$ cat src/rtl/fault_recovery_ctrl.sv
// Supervisory sequencer above fault_fsm: owns the power-stage enable,
// auto-clears stale warnings, and runs the trip / cooldown / re-arm / retry
// loop with a lockout after too many trips.
module fault_recovery_ctrl #(
  parameter int CNT_W           = 16,
  parameter int COOLDOWN_CYCLES = 100,
  parameter int STABLE_CYCLES   = 16,
  parameter int MAX_RETRY       = 3,
  parameter int HEALTHY_CYCLES  = 1000,
  parameter int REARM_CYCLES    = 2
) (
  input  logic       clk,
  input  logic       rst_n,
  input  logic       start,
  input  logic       stop,
  input  logic       lockout_clear,
  input  logic [1:0] fsm_state,
  input  logic       warn,
  input  logic       shutdown,
  input  logic [2:0] active_fault_id,
  input  logic       raw_fault_any,
  output logic       pwr_en,
  output logic       clear_warning,
  output logic       fsm_rst_n,
  output logic       lockout,
  output logic [2:0] retry_cnt,
  output logic [2:0] last_fault_id,
  output logic [2:0] ctrl_state
);

  typedef enum logic [2:0] {
    S_OFF   = 3'd0,
    S_RUN   = 3'd1,
    S_TRIP  = 3'd2,
    S_COOL  = 3'd3,
    S_REARM = 3'd4,
    S_LOCK  = 3'd5
  } state_t;

  localparam logic [CNT_W-1:0] STABLE_T  = CNT_W'(STABLE_CYCLES);
  localparam logic [CNT_W-1:0] COOL_T    = CNT_W'(COOLDOWN_CYCLES);
  localparam logic [CNT_W-1:0] HEALTHY_T = CNT_W'(HEALTHY_CYCLES);
  localparam logic [CNT_W-1:0] REARM_T   = CNT_W'(REARM_CYCLES);
  localparam logic [2:0]       MAX_T     = 3'(MAX_RETRY);

  state_t           state_q, state_d;
  logic [CNT_W-1:0] timer_q, timer_d, timer_inc;
  logic [CNT_W-1:0] hlth_q, hlth_d;
  logic             to_off_q, to_off_d;   // re-arm came from lockout clear: exit to OFF
  logic             pwr_d, cw_d, frn_d, lock_d;
  logic [2:0]       retry_d, lfid_d;

  // fault_fsm state is informational only; the controller acts on warn/shutdown.
  logic unused_fsm_state;
  assign unused_fsm_state = ^fsm_state;

  assign ctrl_state = state_q;

  // Saturating increment so the timer never wraps.
  assign timer_inc = (timer_q == '1) ? timer_q : timer_q + CNT_W'(1);

  // State, timers and all outputs are registered together.
  always_ff @(posedge clk or negedge rst_n) begin
    if (!rst_n) begin
      state_q       <= S_OFF;
      timer_q       <= '0;
      hlth_q        <= '0;
      to_off_q      <= 1'b0;
      pwr_en        <= 1'b0;
      clear_warning <= 1'b0;
      fsm_rst_n     <= 1'b1;
      lockout       <= 1'b0;
      retry_cnt     <= 3'd0;
      last_fault_id <= 3'd0;
    end else begin
      state_q       <= state_d;
      timer_q       <= timer_d;
      hlth_q        <= hlth_d;
      to_off_q      <= to_off_d;
      pwr_en        <= pwr_d;
      clear_warning <= cw_d;
      fsm_rst_n     <= frn_d;
      lockout       <= lock_d;
      retry_cnt     <= retry_d;
      last_fault_id <= lfid_d;
    end
  end

  // Next-state and next-output logic.
  always_comb begin
    state_d  = state_q;
    timer_d  = '0;
    hlth_d   = '0;
    to_off_d = to_off_q;
    pwr_d    = 1'b0;
    cw_d     = 1'b0;
    frn_d    = 1'b1;
    lock_d   = 1'b0;
    retry_d  = retry_cnt;
    lfid_d   = last_fault_id;
    case (state_q)
      S_OFF: begin
        to_off_d = 1'b0;
        if (start && !stop && !raw_fault_any && !shutdown) begin
          state_d = S_RUN;
          pwr_d   = 1'b1;
        end
      end
      S_RUN: begin
        if (shutdown) begin
          // Shutdown outranks a simultaneous stop.
          state_d = S_TRIP;
          lfid_d  = active_fault_id;
          retry_d = (retry_cnt == 3'd7) ? 3'd7 : retry_cnt + 3'd1;
        end else if (stop) begin
          state_d = S_OFF;
        end else begin
          pwr_d = 1'b1;
          // Warning auto-clear once raw conditions have stayed quiet.
          if (warn && !raw_fault_any) begin
            if (timer_inc == STABLE_T) cw_d = 1'b1;
            else                       timer_d = timer_inc;
          end
          // A long warn-free run forgives earlier trips.
          if (!warn) begin
            hlth_d = (hlth_q == HEALTHY_T) ? hlth_q : hlth_q + CNT_W'(1);
            if (hlth_d == HEALTHY_T) retry_d = 3'd0;
          end
        end
      end
      S_TRIP: begin
        if (retry_cnt >= MAX_T) begin
          state_d = S_LOCK;
          lock_d  = 1'b1;
        end else begin
          state_d = S_COOL;
        end
      end
      S_COOL: begin
        if (stop) begin
          state_d  = S_OFF;
          to_off_d = 1'b0;
        end else if (!raw_fault_any) begin
          if (timer_inc == COOL_T) begin
            state_d = S_REARM;
            frn_d   = 1'b0;
          end else begin
            timer_d = timer_inc;
          end
        end
      end
      S_REARM: begin
        if (stop) begin
          state_d  = S_OFF;
          to_off_d = 1'b0;
        end else if (raw_fault_any) begin
          state_d = S_COOL;
        end else if (timer_inc == REARM_T) begin
          to_off_d = 1'b0;
          if (to_off_q) begin
            state_d = S_OFF;
          end else begin
            state_d = S_RUN;
            pwr_d   = 1'b1;
          end
        end else begin
          timer_d = timer_inc;
          frn_d   = 1'b0;
        end
      end
      S_LOCK: begin
        lock_d = 1'b1;
        if (lockout_clear && !raw_fault_any) begin
          state_d  = S_REARM;
          lock_d   = 1'b0;
          retry_d  = 3'd0;
          frn_d    = 1'b0;
          to_off_d = 1'b1;
        end
      end
      default: begin
        state_d  = S_OFF;
        to_off_d = 1'b0;
      end
    endcase
  end

endmodule

$ cat config.mk
export PLATFORM = sky130hd
export DESIGN_NAME = fault_recovery_ctrl
export DESIGN_NICKNAME = d
export VERILOG_FILES = /design/src/rtl/fault_recovery_ctrl.sv
export SDC_FILE = /design/constraint.sdc
export NUM_CORES = 1
export LEC_CHECK = 0
export CELL_PAD_IN_SITES_DETAIL_PLACEMENT = 1
export CELL_PAD_IN_SITES_GLOBAL_PLACEMENT = 1
export CORE_ASPECT_RATIO = 2
export CORE_UTILIZATION = 40
export DETAILED_ROUTE_END_ITERATION = 10
export PLACE_DENSITY = 0.72
export SLEW_MARGIN = 20
export SYNTH_ARGS = -nofsm -noshare
export SYNTH_HDL_FRONTEND = slang
export SYNTH_SLANG_ARGS = --single-unit
$ cat constraint.sdc
create_clock -name clk -period 2.5 [get_ports clk]
set_clock_uncertainty 0.1 [all_clocks]
set_input_delay 0.375 -clock clk [delete_from_list [all_inputs] [get_ports clk]]
set_output_delay 0.375 -clock clk [all_outputs]
set_load 0.005 [all_outputs]
==> results.yml <==
detailed_routing:
  totalWireLength_mm: 11.0
  firstDrtPassIters: 4
  drcViolationCount: 0
  first_iter_violations: 98
  detail-route-antenna-nets: 0
  vias: 3216
  route.detailed.wl_per_inst_um: 19.6
  post_detailed_route_via_to_cell_ratio: 5.75
timing:
  timing.final.hold_violations: 0
  max_clock_freq_ghz: 0.352
  rsz_0062_raised_after_global_routing: "true"
  relSlewSlack_pct: 58.7
  hold_slack_ns: 0.414
  final-max-slew-violation-count: 0
  final.setup.tns_ns: -5.94
  worstMarginPinSlew_ns: 0.619
  fin_crit_sh_pct: 114
  setup_viol: 24
  layout_setup_ws_ns: -0.338
  final_period_minus_worst_setup_slack_ns: 2.84
global_routing:
  overflow: 0
  grt_first_pass_wirelength_mm: 17.2
  grt_max_degree: 23
  initial_antenna_violation_count: 0
  globalRouteTotalUtil_pct: 29.4
  via_count_of_the_first_global_routing_pass: 3591
placed_design:
  gpl.final_weighted_congestion: 0.860
  hpwl_mm: 7.73
  io_buffers: 23
  place_area_mm2: 0.00395
finish:
  mostFrequentLayoutCell: "sky130_fd_sc_hd__buf_4"
  post_route_cells_drive_above_1_share_pct: 41.1
  area_growth_syn_to_layout_pct: 56.0
  layout_common_cells: "sky130_fd_sc_hd__buf_4 (109), sky130_fd_sc_hd__nor2_1 (42), sky130_fd_sc_hd__dfrtp_1 (42)"
  num-nets-final: 483
  final_design_area_no_fill_mm2: 0.00462
  n_antenna_cell: 0
floorplan:
  floorplan_die_area_mm2: 0.00777
  die_x_um: 62.8
  num_io_pins: 26
  num_rows: 44
  chipHeight_um: 124
  initial_utilization_pct: 41.1
  core_region_area_mm2: 0.00721
cts:
  cts_htree_levels: 2
  clk_root_buffer_cell: "sky130_fd_sc_hd__clkbuf_16"
  cts.path.max_buffers: 2
  clk_latency_ns: 0.30
  cts_tree: "built"
  clkTransAtPathRegs_ns: 0.07
  tritoncts.num_buffers: 5
  cts_num_sinks: 46
run:
  max_cap_violations: 0
worst_setup_path:
  crit_slowest_cell: "sky130_fd_sc_hd__or4_1"
  critical_path_fanouts_max: 8
  slowest_delay_ns: 0.54
  rr_startpoint: "timer_q[15]"
  crit_path_cell_trace: "nand3_2, or2_1, or4_1, a31o_4, or2_4, o31ai_4, o211a_4, nor2_1"
  r2r_slack_ns: -0.34
  worstReg2RegEnd: "timer_q[12]"
  critical_path_arrival_ns: 2.92
  start_kind: "register"
  cp-end-kind: "register"
  rr_worst_depth: 8
  type_of_the_worst_setup_path: "register to register"
  crit_required_ns: 2.58
outcome:
  outcome: "finished with violations"
  violations: "negative setup slack"
logic_synthesis:
  postSynthRegisterBits: 46
  synth-xor-area-share_pct: 6.51
  synth_top_family_by_area: "simple AND/OR/NAND/NOR gates"
  synth-adder-area-share_pct: 1.69
  number_of_enable_type_register_cells_in_the_synthesized_netlist: 0
  synthesis.yosys.warnings: 0
  synthFlopType: "sky130_fd_sc_hd__dfrtp_1"
  synth.avg_cell_area_um2: 8.81
  synthDistinctLibCells: 66
  synth_simple_gate_area_share_pct: 31.2
  synth_compound_area_share_pct: 14.2
  syn_area_mm2: 0.00296
  ys_async_sr_fraction_pct: 100
  synthMuxAreaShare_pct: 3.93
  postSynthCellCount: 336
  seq_area_frac_synth_pct: 38.9
  postSynthNetCount: 353
power:
  combPwrFrac_pct: 37.4
  vdd_ir_drop_max_v: 0.000617
  fin_total_pwr_mw: 2.73
  internal_power_mw: 1.85
  sequentialPowerShare_pct: 33.8
  power_per_cell_area_mw_per_mm2: 590
  net-switching-power_mw: 0.873
  clock_power_share_pct: 28.8
  p_sw_share_pct: 32.0
  power.leakage_nw: 1.94
hold_path:
  worstHoldPathType: "register to register"
  worstHoldEndpoint: "last_fault_id[0]"
  holdPathStages: 1
  worst_hold_startpoint: "last_fault_id[0]"
[what timing repair did]
action	in CTS	in global routing
gates cloned	1	0
hold buffers	1	0
resized for setup	43	27
endpoints found under the setup margin	24	25
pin swaps	19	18
endpoints found under the hold margin	13	0
setup buffers	15	8
[critical path: cells and delay by family, from the launching register on]
kind	cells	cell delay [ns]
AO/OA/AOI/OAI	3	0.92
flip-flops	1	0.36
AND/OR/NAND/NOR	5	1.34
[sequential cells by signal, summed over array words and instances, names as in the netlist]
| signal | count |
|---|---|
| clear_warning | 1 |
| ctrl_state | 3 |
| fsm_rst_n | 1 |
| hlth_q | 16 |
| last_fault_id | 3 |
| lockout | 1 |
| pwr_en | 1 |
| retry_cnt | 3 |
| timer_q | 16 |
| to_off_q | 1 |
[area by class of cell]
cell class	count	area, um^2
Timing Repair Buffer	136	1090
Fill cell	810	2590
Clock inverter	1	30.0
Clock buffer	7	143
Sequential cell	46	1160
Multi-Input combinational cell	267	2050
Inverter	10	37.5
Tap cell	92	115
[metrics by stage]
| step | setup WS [ns] | cells | util (%) |
|---|---|---|---|
| 6_report | -0.338 | 559 | 64.1 |
| 2_1_floorplan | -0.122 | 336 | - |
| 4_1_cts | -0.265 | 551 | 61.5 |
| 3_3_place_gp | -0.273 | 527 | 54.8 |
| 5_1_grt | -0.417 | 559 | 64.1 |
| 3_5_place_dp | -0.347 | 527 | 54.8 |
[cell families (layout without fill, tap and decap cells)]
group                      after synthesis  in the layout
buffers and inverters                   24            154
adders and majority gates                4              4
xor gates and xnor gates                22             22
AOI/OAI and AO/OA                       57             58
DFF                                     46             46
and+or+nand+nor                        172            172
muxes                                   11             11
[metal layers]
| layer | up-vias | share of wire (%) | global-route usage (%) |
|---|---|---|---|
| met2 | 72 | 59 | 60.4 |
| met1 | 1622 | 32 | 24.7 |
| met4 | 0 | 6.5 | 22.7 |
| met3 | 45 | 1.7 | 3.11 |
| li1 | 1477 | - | - |
| met5 | - | 0 | 0 |
[Yosys cell counts (all sizes together), types with 3 or more instances]
| cell type | n | area [um^2] |
|---|---|---|
| clkbuf | 11 | 42.5 |
| nor2b | 10 | 62.6 |
| o21ai | 11 | 55.1 |
| nand4 | 10 | 83.8 |
| or4 | 3 | 22.5 |
| xnor2 | 11 | 96.3 |
| buf | 3 | 27.5 |
| a22oi | 3 | 22.5 |
| xor2 | 11 | 96.3 |
| and3 | 8 | 50.1 |
| a21oi | 12 | 60.1 |
| or3 | 4 | 25.0 |
| o31ai | 5 | 56.3 |
| nand2b | 7 | 43.8 |
| dfrtp | 45 | 1130 |
| nor4 | 7 | 50.1 |
| or2 | 4 | 25.0 |
| mux2i | 6 | 60.1 |
| inv | 10 | 37.5 |
| nor3 | 14 | 75.1 |
| nand2 | 21 | 78.8 |
| mux2 | 5 | 56.3 |
| nor2 | 50 | 188 |
| ha | 4 | 50.1 |
| nand4b | 3 | 26.3 |
| a31oi | 3 | 18.8 |
| nand3 | 23 | 120 |
| a31o | 3 | 26.3 |
[power by group through the flow]
stage                     registers (mW)  logic [mW]  clock network, mW
final                              0.921        1.02              0.784
after floorplan                    0.928       0.476                  0
after detailed placement           0.933       0.907                  0
after global routing               0.935        1.11              0.819
after global placement             0.927       0.875                  0
after CTS                          0.921       0.966              0.796
[worst max path at each step]
stage / endpoint / cells after the start / start
final: timer_q[12] / 8 / timer_q[15]
after global routing: timer_q[9] / 8 / timer_q[15]
after CTS: timer_q[4] / 10 / timer_q[0]
after detailed placement: timer_q[4] / 9 / timer_q[9]
after global placement: timer_q[10] / 10 / timer_q[1]
after floorplan: timer_q[2] / 9 / timer_q[13]
Note: power is estimated with default switching activity, not from simulation.
